<file path="src/rtl/tff_toggle_arbiter.sv">
// -----------------------------------------------------------------------------
// tff_toggle_arbiter
//
// Purpose:
//   A bank of NBITS toggle (T) flip-flops shared by NREQ requesters. Each
//   requester raises req[i] and supplies the index of the bit it wants toggled
//   on sel[i*SELW +: SELW]. A two-state FSM (IDLE/GRANT) picks one requester
//   round-robin, acknowledges it with a single-cycle grant pulse, and toggles
//   the chosen bit on the way back to IDLE. At most one toggle completes every
//   two cycles.
//
// Ports:
//   clk      in   1            rising-edge clock
//   rst      in   1            synchronous active-high reset
//   req      in   NREQ         per-requester toggle request (level, held)
//   sel      in   NREQ*SELW    per-requester target bit index
//   freeze   in   1            blocks new grants while high (IDLE only)
//   grant    out  NREQ         one-hot registered acknowledge pulse
//   q        out  NBITS        toggle-bit bank state (registered)
//   qbar     out  NBITS        bitwise inverse of q
//   busy     out  1            high while the FSM is in GRANT
//   tog_cnt  out  8            completed toggles, saturating at 255
// -----------------------------------------------------------------------------
module tff_toggle_arbiter #(
    parameter int NREQ  = 4,
    parameter int NBITS = 8,
    parameter int SELW  = 3
) (
    input  logic                   clk,
    input  logic                   rst,
    input  logic [NREQ-1:0]        req,
    input  logic [NREQ*SELW-1:0]   sel,
    input  logic                   freeze,
    output logic [NREQ-1:0]        grant,
    output logic [NBITS-1:0]       q,
    output logic [NBITS-1:0]       qbar,
    output logic                   busy,
    output logic [7:0]             tog_cnt
);

    localparam int IDXW = (NREQ > 1) ? $clog2(NREQ) : 1;

    localparam logic [0:0] ST_IDLE  = 1'b0;
    localparam logic [0:0] ST_GRANT = 1'b1;

    // Last winner resets to the highest index so requester 0 is searched first.
    localparam logic [IDXW-1:0] LAST_RST = IDXW'(NREQ - 1);

    // -------------------------------------------------------------------------
    // Helper functions
    // -------------------------------------------------------------------------

    // Round-robin search starting just after the previous winner.
    // Returns {found, index}.
    function automatic logic [IDXW:0] rr_pick(
        input logic [NREQ-1:0] r,
        input logic [IDXW-1:0] last
    );
        logic            found;
        logic [IDXW-1:0] idx;
        logic [IDXW-1:0] cand;
        found = 1'b0;
        idx   = '0;
        cand  = '0;
        for (int k = 1; k <= NREQ; k++) begin
            cand = IDXW'((int'(last) + k) % NREQ);
            if (!found && r[cand]) begin
                found = 1'b1;
                idx   = cand;
            end
        end
        return {found, idx};
    endfunction

    // Saturating increment for the toggle counter.
    function automatic logic [7:0] sat_inc8(input logic [7:0] v);
        return (v == 8'hFF) ? v : v + 8'd1;
    endfunction

    // Single-bit mask selecting the bit to invert.
    function automatic logic [NBITS-1:0] bit_mask(input logic [SELW-1:0] s);
        return NBITS'(1) << s;
    endfunction

    // -------------------------------------------------------------------------
    // State
    // -------------------------------------------------------------------------
    logic [0:0]       state_q,       state_d;
    logic [NREQ-1:0]  grant_q,       grant_d;
    logic [NBITS-1:0] q_q,           q_d;
    logic [7:0]       tog_cnt_q,     tog_cnt_d;
    logic [IDXW-1:0]  last_winner_q, last_winner_d;
    logic [IDXW-1:0]  win_idx_q,     win_idx_d;
    logic [SELW-1:0]  win_sel_q,     win_sel_d;

    // -------------------------------------------------------------------------
    // Arbitration (combinational, only consumed in IDLE)
    // -------------------------------------------------------------------------
    logic            rr_found;
    logic [IDXW-1:0] rr_idx;
    logic [SELW-1:0] rr_sel;

    always_comb begin
        {rr_found, rr_idx} = rr_pick(req, last_winner_q);
        rr_sel             = sel[int'(rr_idx)*SELW +: SELW];
    end

    // -------------------------------------------------------------------------
    // Next-state logic
    // -------------------------------------------------------------------------
    always_comb begin
        state_d       = state_q;
        grant_d       = '0;            // grant is a one-cycle pulse
        q_d           = q_q;
        tog_cnt_d     = tog_cnt_q;
        last_winner_d = last_winner_q;
        win_idx_d     = win_idx_q;
        win_sel_d     = win_sel_q;

        case (state_q)
            ST_IDLE: begin
                if (!freeze && rr_found) begin
                    state_d          = ST_GRANT;
                    grant_d[rr_idx]  = 1'b1;
                    win_idx_d        = rr_idx;
                    // sel is captured here; later changes cannot affect this toggle.
                    win_sel_d        = rr_sel;
                end
            end
            ST_GRANT: begin
                // freeze is deliberately ignored here: a started grant always completes.
                state_d       = ST_IDLE;
                q_d           = q_q ^ bit_mask(win_sel_q);
                tog_cnt_d     = sat_inc8(tog_cnt_q);
                last_winner_d = win_idx_q;
            end
            default: begin
                state_d = ST_IDLE;
            end
        endcase
    end

    // -------------------------------------------------------------------------
    // Registers
    // -------------------------------------------------------------------------
    always_ff @(posedge clk) begin
        if (rst) begin
            state_q       <= ST_IDLE;
            grant_q       <= '0;
            q_q           <= '0;
            tog_cnt_q     <= '0;
            last_winner_q <= LAST_RST;
            win_idx_q     <= '0;
            win_sel_q     <= '0;
        end else begin
            state_q       <= state_d;
            grant_q       <= grant_d;
            q_q           <= q_d;
            tog_cnt_q     <= tog_cnt_d;
            last_winner_q <= last_winner_d;
            win_idx_q     <= win_idx_d;
            win_sel_q     <= win_sel_d;
        end
    end

    // -------------------------------------------------------------------------
    // Outputs
    // -------------------------------------------------------------------------
    assign grant   = grant_q;
    assign q       = q_q;
    assign qbar    = ~q_q;
    assign busy    = (state_q == ST_GRANT);
    assign tog_cnt = tog_cnt_q;

endmodule

</file>
<file path="config.mk">
export PLATFORM = sky130hd
export DESIGN_NAME = tff_toggle_arbiter
export DESIGN_NICKNAME = d
export VERILOG_FILES = /design/src/rtl/tff_toggle_arbiter.sv
export SDC_FILE = /design/constraint.sdc
export NUM_CORES = 1
export LEC_CHECK = 0
export ABC_AREA = 1
export CORE_AREA = 2 2 76 78
export CTS_CLUSTER_SIZE = 14
export DETAILED_ROUTE_END_ITERATION = 10
export DIE_AREA = 0 0 78 80
export DONT_BUFFER_PORTS = 1
export HOLD_SLACK_MARGIN = 0.06
export SYNTH_ARGS = -nofsm -noshare
export SYNTH_HDL_FRONTEND = slang
export SYNTH_SLANG_ARGS = --single-unit
</file>
<file path="constraint.sdc">
create_clock -name clk -period 1.8 [get_ports clk]
set_input_delay 0.54 -clock clk [delete_from_list [all_inputs] [get_ports clk]]
set_output_delay 0.54 -clock clk [all_outputs]
set_load 0.02 [all_outputs]
</file>
# Word level (Yosys, flattened, before mapping)
# Index checks and enable logic that the tools add are counted.
totals:
  ff_bits: 28
  input_bits: 19
  output_inout_bits: 29
  elab_cells: 59
op_classes:
  n_addsub: 5
  mul: 1
  n_lt_le_gt_ge: 6
  n_eq_ne: 1
  shift: 2
  muxes: 20
  bitwise_logic: 5
  n_reduce_logical: 12
ops:
  columns: ["operator", "n"]
  rows:
  - ["$lt 2x3->1 const B", 5]
  - ["$shiftx 12x5->3", 1]
  - ["$mux 1", 10]
  - ["$add 8x1->8 const B", 1]
  - ["$bmux 1 s2", 4]
  - ["$eq 8x8->1 const B", 1]
  - ["$mux 2", 4]
  - ["$not 8->8", 1]
  - ["$shl 1x3->8 const A", 1]
  - ["$xor 8x8->8", 1]
  - ["$logic_and 1x1->1", 5]
  - ["$add 2x1->2 const B", 2]
  - ["$add 2x2->2 const B", 2]
  - ["$logic_not 1->1", 4]
  - ["$mul 2x2->4 const B", 1]
  - ["$reduce_and 2->1", 2]
  - ["$not 1->1", 3]
  - ["$reduce_or 3->1", 1]
  - ["$demux 1 s2", 1]
  - ["$ge 2x1->1 const B", 1]
  - ["$pmux 1 s2", 1]

# Longest topological paths before layout
logic_depth:
  depth_word: 17
  ltp_mapped: 16
  ltp_nobuf: 16

# Worst setup path after synthesis
# Ideal clock, no wire load.
synth_timing:
  path_type: "register to register"
  startpoint: "register tog_cnt_q[0], in the netlist tog_cnt[0]"
  endpoint: "register tog_cnt_q[5], in the netlist tog_cnt[5]"
  setup_ns: 0.070
  t_arrival_ns: 1.655
  required_time_ns: 1.730
  slack_ns: 0.075
  stages_incl_launch_ff: 10
  path_buffers: 0
  period_less_slack_ns: 1.725
  cell_sequence: "dfxtp_1 > ha_1 > inv_1 > nor4_1 > nand2_1 > o21ai_2 > inv_1 > nand3_1 > o21ai_0 > a21oi_1"
synth_between:
  elab_chain_cells: 3
  word_cells_on_any_way: 4
  classes_between: "1 x add/sub; 1 x eq/ne; 1 x bitwise; 1 x reduce/logical"
synth_rtl:
  columns: ["item", "line_no", "rtl"]
  rows:
  - ["start, declared", "91", "logic [7:0] tog_cnt_q, tog_cnt_d;"]
  - ["start signal, assigned", "159", "tog_cnt_q <= tog_cnt_d;"]
  - ["parallel branches: the longest is 3 deep, another holds $add 8x1->8", null, null]
# Parallel ways; which one is timed is not known.
# A chain may end at the register's enable or synchronous reset.

# Worst setup path after layout
layout_timing:
  startpoint: "register last_winner_q[0]"
  endpoint: "register win_sel_q[2]"
layout_between:
  elab_chain_cells: 15
  word_cells_on_any_way: 30
  classes_between: "4 x add/sub; 1 x mul; 1 x shift; 16 x mux; 8 x reduce/logical"
layout_rtl:
  columns: ["item", "line_no", "rtl"]
  rows:
  - ["start, declared", "92", "logic [IDXW-1:0] last_winner_q, last_winner_d;"]
  - ["start signal, assigned", "160", "last_winner_q <= last_winner_d;"]
  - ["$add 2x1->2", "66", "cand = IDXW'((int'(last) + k) % NREQ);"]
  - ["$bmux 1 s2", "67", "if (!found && r[cand]) begin"]
  - ["$mux 1 (not written as such)", "67", null]
  - ["$mux 1", "67", null]
  - ["$logic_not 1->1", "67", null]
  - ["$logic_and 1x1->1", "67", null]
  - ["$mux 1", "67", null]
  - ["$logic_not 1->1", "67", null]
  - ["$logic_and 1x1->1", "67", null]
  - ["$mux 1", "67", null]
  - ["$logic_not 1->1", "67", null]
  - ["$logic_and 1x1->1", "67", null]
  - ["$mux 2 or $mux 1 (tied branches)", "67", null]
  - ["$mul 2x2->4 or $logic_and 1x1->1 (tied branches)", "105, 122", null]
  - ["$shiftx 12x5->3 or $reduce_and 2->1 (tied branches)", null, null]
  - ["end signal, assigned", "162", "win_sel_q <= win_sel_d;"]
  - ["end, declared", "94", "logic [SELW-1:0] win_sel_q, win_sel_d;"]
# Parallel ways exist; a longest one is shown, timed or not. The select of a mux whose other input is x is not followed.

==> results.md <==
* Final WL at 3.72 mm
* Via density at approximately 4.7
* Fin util at between 30% and 40%
* Slew @ Worst Pin at roughly 0.38 ns
* Rows at 27
* Syn_nets at around 240
* PD cells at roughly 870 nW/um2
* Global route overflow at 0
* Detail Route Antenna Nets at 0
* DR top layer: met4
* Hold endpoint: tog_cnt[7]$_SDFFE_PP0P_
* Worst Path Required at 1.97 ns
* Met2 wire len at 1.73 mm
* CTS H-tree lvls at 1
* F_max at around 590 MHz
* R2R Setup Slk at roughly 0.10 ns
* RD Place Congestion at 0.829
* Number of DRC markers in iteration 0 at 53
* I/O pins at 48
* Worst Slack Setup Final at 0.104 ns
* RR Startpoint: last_winner_q[0]$_SDFFE_PP1P_
* Crit Path Max Fanout at 7
* Ant diodes at 0
* Register area share after synthesis at 37.3%
* IO Port Bufs at 0
* Clock buffer depth at 2
* GR Util All Layers at between 10% and 20%
* Worst r2r dst: win_sel_q[2]$_SDFFE_PP0P_
* Initial Utilization at 27.8%
* Clock Latency Late Sink at 0.28 ns
* Hold path depth at 1
* Netlist Area Pre-Place at around 1500 um2
* Rel. slew slack at 74.9%
* Place WS at about 0.0033 ns
* Leak at 0.000779 uW
* Number of global-route vias before repair at 1329
* Kind of critical path: register to register
* Startpoint types: register
* Metal3 WL at 229 um
* Final Hold Fails at 0
* CTS Buf Count at 3
* EDFF count, synth at 0
* Max-slew violations at 0
* FF+latch count, synth at 28
* Via count at 1472
* Hold Crit Start: rst
* Area added between synthesis and finish at 20.3%
* Synth unique cells at 26
* MaxCap Viol Count at 0
* Syn Inst Count at between 200 and 250
* Drt drc at 0
* Layout cells sized above 1 at 21.4%
* Nets@finish at 259
* Critical path arrival at 1.87 ns
* Top FF cell, synth: dfxtp_1
* Min-delay worst type: input pin to register
* Async S/R FF share, synth at 0%
* Reg2Reg Depth at 14
* Die height at 80 um
* CTS tree: built
* CTS Root Cell: clkbuf_8
* Routed WL per cell at ~12 um
* Largest net degree at the start of global routing at 16
* Clock Pin Slew Worst Setup and Hold Paths at about 0.10 ns
* Post-DP HPWL at 2.80 mm
* DRT met1 WL at 1.74 mm
* Fin Setup TNS at 0 ns
* Yosys warns at 0
* Kind of end point of the critical path: register
* Initial antenna violation count at 0
* CTS Sinks at 28
* Die Wd at 78 um
* Final cycle utilization of the critical path at 94.2%
* Setup Skew at 0.00823 ns
* Pre-antenna DRT Iters at 5
* Status: completed
* Die area at 6240 um2
* First-pass GRT wire length at approximately 6 mm
* Max rail drop VDD at approximately 0.4 mV
* Post-layout minimum cycle time at 1.70 ns
* Final setup vio count at 0
* Syn_area_per_cell at 6.81 um2
* Core region area at 5410 um2
==> worst max-delay path, cell delays in order (launching register included) <==
cell and delay, ns:
dfxtp_4 0.40, inv_4 0.06, nand2_1 0.07, nand2_2 0.07
nand2_2 0.10, nand2_2 0.08, inv_1 0.07, nand2_2 0.08
nor2_4 0.11, nand2_4 0.09, buf_4 0.14, nand4_1 0.07
nand3_1 0.10, nor2_2 0.11, nor2_1 0.04
==> worst max path at each step <==
stage                                              from                   endpoint  depth (start not counted)
after global placement    last_winner_q[0]$_SDFFE_PP1P_  win_sel_q[2]$_SDFFE_PP0P_                         15
final                     last_winner_q[0]$_SDFFE_PP1P_  win_sel_q[2]$_SDFFE_PP0P_                         14
after detailed placement  last_winner_q[0]$_SDFFE_PP1P_  win_sel_q[2]$_SDFFE_PP0P_                         15
after global routing      last_winner_q[0]$_SDFFE_PP1P_  win_sel_q[2]$_SDFFE_PP0P_                         14
after floorplan                 tog_cnt[0]$_SDFFE_PP0P_    tog_cnt[5]$_SDFFE_PP0P_                          9
after CTS                 last_winner_q[1]$_SDFFE_PP1P_  win_sel_q[2]$_SDFFE_PP0P_                         15
==> flip-flops by register name, indices dropped and copies added (netlist names) <==
| register | count |
|---|---|
| q | 8 |
| win_sel_q | 3 |
| tog_cnt | 8 |
| grant | 4 |
| win_idx_q | 2 |
| last_winner_q | 2 |
| busy | 1 |
==> per-layer routing <==
metal	track usage, %	up-vias
met3	3.85	2
met2	19.2	48
met1	16.0	665
li1	-	757
met5	0	-
met4	2.63	0
==> power by group <==
| group | internal [uW] | switching (uW) | total, uW |
|---|---|---|---|
| Combinational | 168 | 290 | 458 |
| Sequential | 659 | 63.2 | 722 |
| Clock | 196 | 197 | 393 |
==> placed cells by master, fill, tap and decap left out <==
cell type and instances:
nand2_1 44, xor2_1 1, ha_1 1, buf_4 17, clkbuf_8 4, inv_4 1
o21ai_4 1, nor2_1 14, nand4_1 8, dfxtp_4 2, nor4_1 2, dfxtp_1 26
nor2_2 2, nand2_4 3, a31oi_1 4, inv_8 1, inv_1 31, nand3_2 1
nand3_1 11, o21ai_0 16, nor2_4 3, nor4_4 1, inv_2 3, nand3_4 1
a21oi_1 14, nand2_2 11, nor3b_1 1, nor3_1 14
==> through the flow <==
stage | area (um2) | instances | power, uW | hold WS (ns)
6_report | 1810 | 310 | 1570 | 0.319
4_1_cts | 1730 | 307 | 1540 | 0.309
3_3_place_gp | 1680 | 303 | 1140 | 0.454
5_1_grt | 1810 | 310 | 1680 | 0.297
3_5_place_dp | 1680 | 303 | 1150 | 0.467
2_1_floorplan | 1500 | 221 | 1050 | 0.437
==> layout make-up <==
cell class / count / area [um2]
inverter: 36 / 145
multi-input combinational: 153 / 823
tap: 72 / 90.1
timing repair buffer: 17 / 128
sequential: 28 / 568
clock buffer: 4 / 55.1
fill: 599 / 3600
==> cell families after synthesis <==
logic type                 synth area share [%]
DFF                                        37.3
buffers and inverters                      11.1
and+or+nand+nor                            37.9
adders and majority gates                 0.832
AOI/OAI and AO/OA                          12.2
xor gates and xnor gates                  0.582
==> cells in the mapped netlist (2+ instances only) <==
cell type  number  area, um2
inv_2           2       7.51
a21oi_1        14       70.1
nand2_4         3       33.8
nand4_1         8       50.1
nand3_1        11       55.1
nor3_1         14       70.1
nand2_1        46        173
dfxtp_1        28        561
nand2_2         9       56.3
nor2_1         16       60.1
o21ai_0        16       80.1
a31oi_1         4       25.0
nor2_2          3       18.8
inv_1          32        120
nor4_1          3       18.8
clkbuf_1        2       7.51
==> timing repair <==
| action | in CTS | in global routing |
|---|---|---|
| hold buffers | 0 | 0 |
| resized for setup | 1 | 14 |
| pin swaps | 0 | 4 |
| buffers inserted | 0 | 3 |
| setup endpoints to repair | 2 | 17 |
Power figures use the tool's default switching activity.
